File: src/rtl/i_fetch_8bit_pkg.sv
// Shared CPU definitions for the instruction fetch path: widths, fetch FSM
// encoding and the SRAM byte-address helper.
package i_fetch_8bit_pkg;

    localparam int IMEM_AW = 9;
    localparam int IMEM_DW = 8;
    localparam int INSTR_W = 16;
    localparam int PC_W    = 8;

    localparam logic [2:0] ST_IDLE    = 3'd0;
    localparam logic [2:0] ST_RD_HI   = 3'd1;
    localparam logic [2:0] ST_RD_LO   = 3'd2;
    localparam logic [2:0] ST_WAIT_LO = 3'd3;
    localparam logic [2:0] ST_VALID   = 3'd4;

    typedef enum logic [2:0] {
        IDLE    = ST_IDLE,
        RD_HI   = ST_RD_HI,
        RD_LO   = ST_RD_LO,
        WAIT_LO = ST_WAIT_LO,
        VALID   = ST_VALID
    } fetch_state_e;

    // Each instruction word occupies two bytes; the high byte sits at the even address.
    function automatic logic [IMEM_AW-1:0] byte_addr(input logic [PC_W-1:0] word_pc,
                                                     input logic            lo_byte);
        return {word_pc, lo_byte};
    endfunction

endpackage

File: src/rtl/i_fetch_8bit_if.sv
// Decode handshake, loader port and SRAM pins of the instruction fetch unit.
// master = fetch unit side, slave = decode/loader/SRAM environment side.
interface i_fetch_8bit_if;
    import i_fetch_8bit_pkg::*;

    logic [INSTR_W-1:0] instr;
    logic               instr_valid;
    logic               instr_ready;
    logic [PC_W-1:0]    pc;

    logic               ld_valid;
    logic [IMEM_AW-1:0] ld_addr;
    logic [IMEM_DW-1:0] ld_data;
    logic               ld_ready;

    logic [IMEM_AW-1:0] mem_addr;
    logic               mem_we;
    logic [IMEM_DW-1:0] mem_wdata;
    logic [IMEM_DW-1:0] mem_rdata;

    modport master (
        output instr, instr_valid, pc, ld_ready, mem_addr, mem_we, mem_wdata,
        input  instr_ready, ld_valid, ld_addr, ld_data, mem_rdata
    );

    modport slave (
        input  instr, instr_valid, pc, ld_ready, mem_addr, mem_we, mem_wdata,
        output instr_ready, ld_valid, ld_addr, ld_data, mem_rdata
    );

endinterface

File: src/rtl/i_fetch_8bit.sv
// Instruction fetch initiator: reads two bytes per instruction from the 8-bit
// SRAM, presents them big-endian to decode, and lets a loader fill the SRAM while idle.
//
// state   | meaning
// IDLE    | no fetch in flight; loader owns the SRAM write port
// RD_HI   | address of high byte presented
// RD_LO   | address of low byte presented; high byte captured
// WAIT_LO | low byte captured
// VALID   | instruction offered to decode, held until handshake
module i_fetch_8bit
    import i_fetch_8bit_pkg::*;
#(
    parameter logic [PC_W-1:0] RESET_PC = 8'h00
) (
    input  logic              clk,
    input  logic              rst_n,
    input  logic              fetch_en,
    input  logic              redirect,
    input  logic [PC_W-1:0]   redirect_pc,
    i_fetch_8bit_if.master    bus
);

    fetch_state_e       state_q, state_d;
    logic [PC_W-1:0]    pc_q, pc_d;
    logic [INSTR_W-1:0] instr_q, instr_d;
    logic               instr_valid_q, instr_valid_d;
    logic               load_go;
    logic               handshake;

    assign bus.instr       = instr_q;
    assign bus.instr_valid = instr_valid_q;
    assign bus.pc          = pc_q;

    // Write strobes are gated by rst_n so nothing reaches the SRAM during reset.
    always_comb begin
        load_go       = rst_n && (state_q == IDLE) && bus.ld_valid;
        bus.ld_ready  = rst_n && (state_q == IDLE);
        bus.mem_we    = load_go;
        bus.mem_wdata = load_go ? bus.ld_data : '0;
        bus.mem_addr  = byte_addr(pc_q, 1'b0);
        case (state_q)
            IDLE:          if (load_go) bus.mem_addr = bus.ld_addr;
            RD_LO, WAIT_LO: bus.mem_addr = byte_addr(pc_q, 1'b1);
            default:       bus.mem_addr = byte_addr(pc_q, 1'b0);
        endcase
    end

    always_comb begin
        state_d   = state_q;
        pc_d      = pc_q;
        instr_d   = instr_q;
        handshake = instr_valid_q && bus.instr_ready;

        case (state_q)
            IDLE: begin
                if (!bus.ld_valid && fetch_en) state_d = RD_HI;
            end
            RD_HI: state_d = RD_LO;
            RD_LO: begin
                instr_d[15:8] = bus.mem_rdata;
                state_d       = WAIT_LO;
            end
            WAIT_LO: begin
                instr_d[7:0] = bus.mem_rdata;
                state_d      = VALID;
            end
            VALID: begin
                if (handshake) begin
                    pc_d    = pc_q + 1'b1;
                    state_d = fetch_en ? RD_HI : IDLE;
                end
            end
            default: state_d = IDLE;
        endcase

        // A redirect wins over both the increment and any partial capture.
        if (redirect) begin
            pc_d    = redirect_pc;
            instr_d = instr_q;
            state_d = fetch_en ? RD_HI : IDLE;
        end

        instr_valid_d = (state_d == VALID);
    end

    always_ff @(posedge clk or negedge rst_n) begin
        if (!rst_n) begin
            state_q       <= IDLE;
            pc_q          <= RESET_PC;
            instr_q       <= '0;
            instr_valid_q <= 1'b0;
        end else begin
            state_q       <= state_d;
            pc_q          <= pc_d;
            instr_q       <= instr_d;
            instr_valid_q <= instr_valid_d;
        end
    end

endmodule

File: src/flat_wrapper.sv
// flat-port wrapper written by rule: the top's interface ports become plain ports
module i_fetch_8bit_flat import i_fetch_8bit_pkg::*;
#(
    parameter logic [PC_W-1:0] RESET_PC = 8'h00
)
  (clk, rst_n, fetch_en, redirect, redirect_pc, bus_instr, bus_instr_valid, bus_pc, bus_ld_ready, bus_mem_addr, bus_mem_we, bus_mem_wdata, bus_instr_ready, bus_ld_valid, bus_ld_addr, bus_ld_data, bus_mem_rdata);
  i_fetch_8bit_if bus_i ();
  input  logic clk;
  input  logic rst_n;
  input  logic fetch_en;
  input  logic redirect;
  input  logic [PC_W-1:0] redirect_pc;
  output wire logic [$bits(bus_i.instr)-1:0] bus_instr;
  output wire logic [$bits(bus_i.instr_valid)-1:0] bus_instr_valid;
  output wire logic [$bits(bus_i.pc)-1:0] bus_pc;
  output wire logic [$bits(bus_i.ld_ready)-1:0] bus_ld_ready;
  output wire logic [$bits(bus_i.mem_addr)-1:0] bus_mem_addr;
  output wire logic [$bits(bus_i.mem_we)-1:0] bus_mem_we;
  output wire logic [$bits(bus_i.mem_wdata)-1:0] bus_mem_wdata;
  input wire logic [$bits(bus_i.instr_ready)-1:0] bus_instr_ready;
  input wire logic [$bits(bus_i.ld_valid)-1:0] bus_ld_valid;
  input wire logic [$bits(bus_i.ld_addr)-1:0] bus_ld_addr;
  input wire logic [$bits(bus_i.ld_data)-1:0] bus_ld_data;
  input wire logic [$bits(bus_i.mem_rdata)-1:0] bus_mem_rdata;
  assign bus_instr = bus_i.instr;
  assign bus_instr_valid = bus_i.instr_valid;
  assign bus_pc = bus_i.pc;
  assign bus_ld_ready = bus_i.ld_ready;
  assign bus_mem_addr = bus_i.mem_addr;
  assign bus_mem_we = bus_i.mem_we;
  assign bus_mem_wdata = bus_i.mem_wdata;
  assign bus_i.instr_ready = bus_instr_ready;
  assign bus_i.ld_valid = bus_ld_valid;
  assign bus_i.ld_addr = bus_ld_addr;
  assign bus_i.ld_data = bus_ld_data;
  assign bus_i.mem_rdata = bus_mem_rdata;
  i_fetch_8bit #(.RESET_PC(RESET_PC)) u_core (.clk(clk), .rst_n(rst_n), .fetch_en(fetch_en), .redirect(redirect), .redirect_pc(redirect_pc), .bus(bus_i));
endmodule
File: config.mk
export PLATFORM = sky130hd
export DESIGN_NAME = i_fetch_8bit_flat
export DESIGN_NICKNAME = d
export VERILOG_FILES = /design/src/rtl/i_fetch_8bit_pkg.sv /design/src/rtl/i_fetch_8bit_if.sv /design/src/rtl/i_fetch_8bit.sv /design/src/flat_wrapper.sv
export SDC_FILE = /design/constraint.sdc
export NUM_CORES = 1
export LEC_CHECK = 0
export ABC_AREA = 1
export ABC_CLOCK_PERIOD_IN_PS = 3600
export BUFFER_PORTS_ARGS = -buffer_cell sky130_fd_sc_hd__buf_2
export CAP_MARGIN = 20
export CORE_MARGIN = 1
export CORE_UTILIZATION = 50
export CTS_BUF_LIST = sky130_fd_sc_hd__clkbuf_8
export DETAILED_ROUTE_END_ITERATION = 8
export PLACE_DENSITY_LB_ADDON = 0.15
export SYNTH_ARGS = -nofsm -noshare
export SYNTH_HDL_FRONTEND = slang
export SYNTH_SLANG_ARGS = --single-unit
File: constraint.sdc
create_clock -name clk -period 3.6 [get_ports clk]
set_input_delay 0.72 -clock clk [delete_from_list [all_inputs] [get_ports clk]]
set_output_delay 0.72 -clock clk [all_outputs]
set_load 0.03 [all_outputs]
# After elaboration in Yosys (flattened, before gate mapping)
# Cells that the tools add are included.
# word_totals
elab_cells	35
n_memories	0
ff_bits	28
ram_bits	0
latch_bits	0
in_bits	39
rom_bits	0
out_inout_bits	44
# classes
n_bitwise	1
eq_ne	5
mul	0
n_mux	11
add_sub_neg	1
shift	0
div	0
reduce_logical	12
magnitude_cmp	0
# op_table
operator	n
$mux 8	4
$pmux 9 s2	1
$pmux 3 s5	1
$mux 3	3
$mux 9	1
$add 8x1->8 const B	1
$eq 3x2->1 const B	2
$eq 3x3->1 const B	2
$reduce_and 2->1	3
$logic_and 1x1->1	4
$reduce_bool 2->1	2
$eq 3x1->1 const B	1
$logic_not 3->1	1
$reduce_or 2->1	1
$logic_not 1->1	1
$mux 1	1
$not 1->1	1

# Depth between registers and ports, before layout
# logic_depth
word_depth	6
ltp_mapped	8
depth_no_buf	7

# Worst setup path before layout
# No wires, ideal clock.
# synth_timing
path_kind	input to output
start	input port rst_n
end	output port bus_mem_addr[2]
slack_ns	1.174
arrival_time_ns	1.706
stages	6
required_ns	2.880
path_cell_list	inv_1 -> nor2_8 -> nand2_8 -> clkinv_8 -> buf_8 -> o21ai_1
# synth_via
elab_chain_cells	4
# synth_lines
item	line_no	text
from (decl)	flat_wrapper.sv:9	input logic rst_n;
$logic_and 1x1->1	n/a	
via bus_ld_ready	flat_wrapper.sv:16	output wire logic [$bits(bus_i.ld_ready)-1:0] bus_ld_ready;
$logic_and 1x1->1	i_fetch_8bit.sv:36	load_go = rst_n && (state_q == IDLE) && bus.ld_valid;
via bus_mem_we	flat_wrapper.sv:18	output wire logic [$bits(bus_i.mem_we)-1:0] bus_mem_we;
$mux 9	i_fetch_8bit.sv:42	IDLE: if (load_go) bus.mem_addr = bus.ld_addr;
$pmux 9 s2	i_fetch_8bit.sv:41	case (state_q)
to (decl)	flat_wrapper.sv:17	output wire logic [$bits(bus_i.mem_addr)-1:0] bus_mem_addr;
# The timed path passes the listed nets, and every way through them passes these cells.

# Final worst setup path
# layout_timing
start	register u_core.state_q[1]
end	output port bus_mem_addr[0]
# layout_via
elab_chain_cells	5
# layout_lines
item	line_no	text
from (decl)	i_fetch_8bit.sv:23	fetch_state_e state_q, state_d;
from (signal assigned)	i_fetch_8bit.sv:93	state_q <= state_d;
$logic_not 3->1	i_fetch_8bit.sv:36, i_fetch_8bit.sv:41	
$logic_and 1x1->1 (2 in series)	i_fetch_8bit.sv:36	
$mux 9	i_fetch_8bit.sv:42	
$pmux 9 s2 (*)	i_fetch_8bit.sv:41	
# Every way passes the cells marked *; elsewhere a longest branch is shown, timed or not.

==> summary.txt <==
Synthesis
  – Synth Area in Compound Gates: 10.4%
  – Post-synth EDFFs: 0
  – Most frequent cell after synthesis: nand2_1
  – Syn_nets: around 250
  – Yosys warnings: 0
  – Largest cells by area after synthesis: dfrtp_1 44%, nand2_1 13%, inv_1 7.8%
  – Synth area leader: dfrtp_1
  – Sequential area share after synthesis: 44.0%
  – Number of synthesized register bits: 28
  – Netlist cell types: 29
  – Top-area cell type share of the netlist area: 44.0%
  – Ys flop type: dfrtp_1
  – Mapped Area: 1590 um2
  – Most frequent cells after synthesis: 53 x nand2_1, 33 x inv_1, 28 x dfrtp_1
  – Synthesized area per cell: around 7.7 um2
  – Synth Instances: 208
  – Synth Area in Simple Gates: 31.2%
  – XOR/XNOR share of the synthesized area: about 1.7%
  – Adder-cell share of the synthesized area: 0.786%
  – Mux share of post-synthesis cell area: 0%
  – Largest family of logic cells by synthesized area: simple AND/OR/NAND/NOR gates
  – Async set-or-reset flop fraction in the synthesized netlist: 100%

Min path
  – Min-Delay Path Class: input pin to asynchronous set/reset pin

Placement
  – Port Buffer Count: 82
  – Hpwl dp: around 2800 um
  – Worst slack, placed: 1.26 ns
  – DP Cell Count: 331
  – RD Place Congestion: 0.763

Clock network
  – Worst skew pair latency: 0.28 ns
  – Clock-pin slew on the worst setup and hold paths: 0.10 ns
  – Root buf cell: clkbuf_8
  – CTS sink count: 28
  – Cts repair resizes: 0
  – CTS Buf Count: 3
  – Bufs on Longest Clock Path: 2
  – Setup bufs post-CTS: 0
  – H-Tree Depth: 1
  – Hold buffer count at CTS: 0
  – CTS tree: built

Route
  – Antenna Violating Nets Remaining: 0
  – DR vias: between 1500 and 2000
  – Vias per cell: 4.69
  – Routed wire length: 3580 um
  – First drt pass iteration count: 4
  – DR DRC count: 0
  – Wire per inst: 10.7 um
  – Iter 0 DRT Violations: 54

Timing
  – Fin crit period: 2.37 ns
  – Slew @ Worst Pin: 0.353 ns
  – Hold Fails Final Rpt: 0
  – Part of the cycle the worst path needs: 65.7%
  – Fin Setup TNS: 0 ns
  – Setup ws final: around 1.2 ns
  – RSZ-0062 raised after global routing: no
  – Worst slew margin: 76.5%
  – Final setup vio count: 0
  – Slew Limit Fails: 0
  – Clk_skew: roughly 0.0017 ns
  – Peak Freq: around 420 MHz

Cells and area
  – Layout filler cell count: 281
  – Post-Layout Cell Count: 335
  – Layout cell share with drive strength beyond 1: 36.1%
  – Nets@finish: 332
  – Antenna cells: 0
  – Layout area overhead: 31.8%

Worst setup path
  – Critical Path, Cell by Cell: nor2_4 > nand2_2 > nor2_8 > nand2_8 > clkinv_8 > nand2_1 > o21ai_0 > buf_2
  – Reg2reg start: u_core.state_q[1]
  – Kind of critical path: register to output pin
  – Arr. time, crit path: between 1.5 and 2 ns
  – Crit path max-delay cell type: dfrtp_1
  – FF-to-FF path depth: 5
  – Worst r2r dst: u_core.bus.pc[5]
  – Crit. End Element: output pin
  – Startpoint types: register
  – Critical path peak fanout: 17
  – CP required: 2.88 ns
  – Slack of the worst reg-to-reg path: 2.33 ns
  – Slowest stage delay, CP: 0.43 ns

Job
  – Max-cap viol count: 0

Global route
  – First-pass GRT wire length: 5970 um
  – Gr usage total: between 20 and 25%
  – GRT overflow: 0
  – Number of global-route vias before repair: 1373
  – Largest net degree at the start of global routing: 29
  – Initial antenna violation count: 0

Floorplan
  – Starting Density: 52.6%
  – DIE AREA: 3410 um2
  – Die width: 58.4 um
  – Die H: between 50 and 60 um
  – Row Count: 20
  – Num ports: 83
  – Total core area: 3030 um2

Run status
  – Outcome: finished clean

Power and ir drop
  – Pwr Density: 620 nW/um2
  – Leak: 1.24 nW
  – Max rail drop VDD: 0.428 mV
  – Tot Pwr: 1.30 mW
-- how the worst max path moves through the flow --
stage	start	end	depth (start not counted)
3_3_place_gp	rst_n	bus_mem_addr[0]	8
3_5_place_dp	rst_n	bus_mem_addr[0]	8
2_1_floorplan	rst_n	bus_mem_addr[2]	6
6_report	u_core.state_q[1]	bus_mem_addr[0]	8
5_1_grt	u_core.state_q[1]	bus_mem_addr[0]	8
4_1_cts	u_core.state_q[1]	bus_mem_addr[0]	8
-- stage by stage --
stage	utilization [%]	hold slack (ns)	cell area (um2)
final	69.3	0.464	2100
after detailed placement	66.9	0.474	2030
after floorplan	-	0.424	1590
after CTS	69.3	0.476	2100
after global routing	69.3	0.483	2100
after global placement	66.9	0.465	2030
-- cell type report --
class                           instances  area (um2)  area share (%)
Clock inverter                          1        30.0            1.43
Timing Repair Buffer                   83         418            19.9
Clock buffer                            3        41.3            1.97
Inverter                               37         151            7.22
Multi-Input combinational cell        139         701            33.4
Tap cell                               44        55.1            2.63
Sequential cell                        28         701            33.4
-- sequential cells by signal, indices dropped and copies added, names as in the netlist --
signal,flops
u_core.bus.instr,16
u_core.bus.pc,8
u_core.state_q,3
u_core.bus.instr_valid,1
-- worst max-delay path: cells and delay by family (launching register included) --
family	cells	cell delay, ns
simple gates	5	0.55
compound gates	1	0.07
flops	1	0.43
buf+inv	2	0.31
-- logic make-up (layout without fill, tap and decap cells) --
logic type | count (synthesis) | after routing
flip-flops | 28 | 28
AND/OR/NAND/NOR | 104 | 104
XOR/XNOR | 3 | 3
adder cells (fa/ha/maj) | 1 | 1
AO/OA/AOI/OAI | 31 | 31
buffers and inverters | 41 | 124
-- metal layers --
| layer | share of wire [%] | vias to the layer above | global-route usage (%) |
|---|---|---|---|
| li1 | - | 807 | - |
| met1 | 45 | 708 | 30.0 |
| met2 | 49 | 50 | 39.4 |
| met3 | 4.6 | 5 | 2.64 |
| met4 | 1.5 | 0 | 8.16 |
| met5 | 0 | - | 0 |
-- power breakdown --
part	internal [mW]	leakage (nW)	switching, mW	total [mW]
Sequential	0.408	0.338	0.0674	0.476
Combinational	0.172	0.864	0.403	0.575
Clock	0.149	0.0357	0.101	0.250
Total	0.729	1.24	0.572	1.30
-- placed cells by master (no fill, tap or decap), types with 2 or more instances in the layout --
cell type	n
nand2_1	53
nor2_1	22
clkbuf_8	3
xor2_1	2
a21oi_1	7
nand3_1	14
o21ai_1	6
inv_1	33
inv_2	3
o21ai_0	15
dfrtp_1	28
nand2_2	5
nor2_8	2
buf_2	82
nor2_2	2
Note: power is estimated with default switching activity, not from simulation.
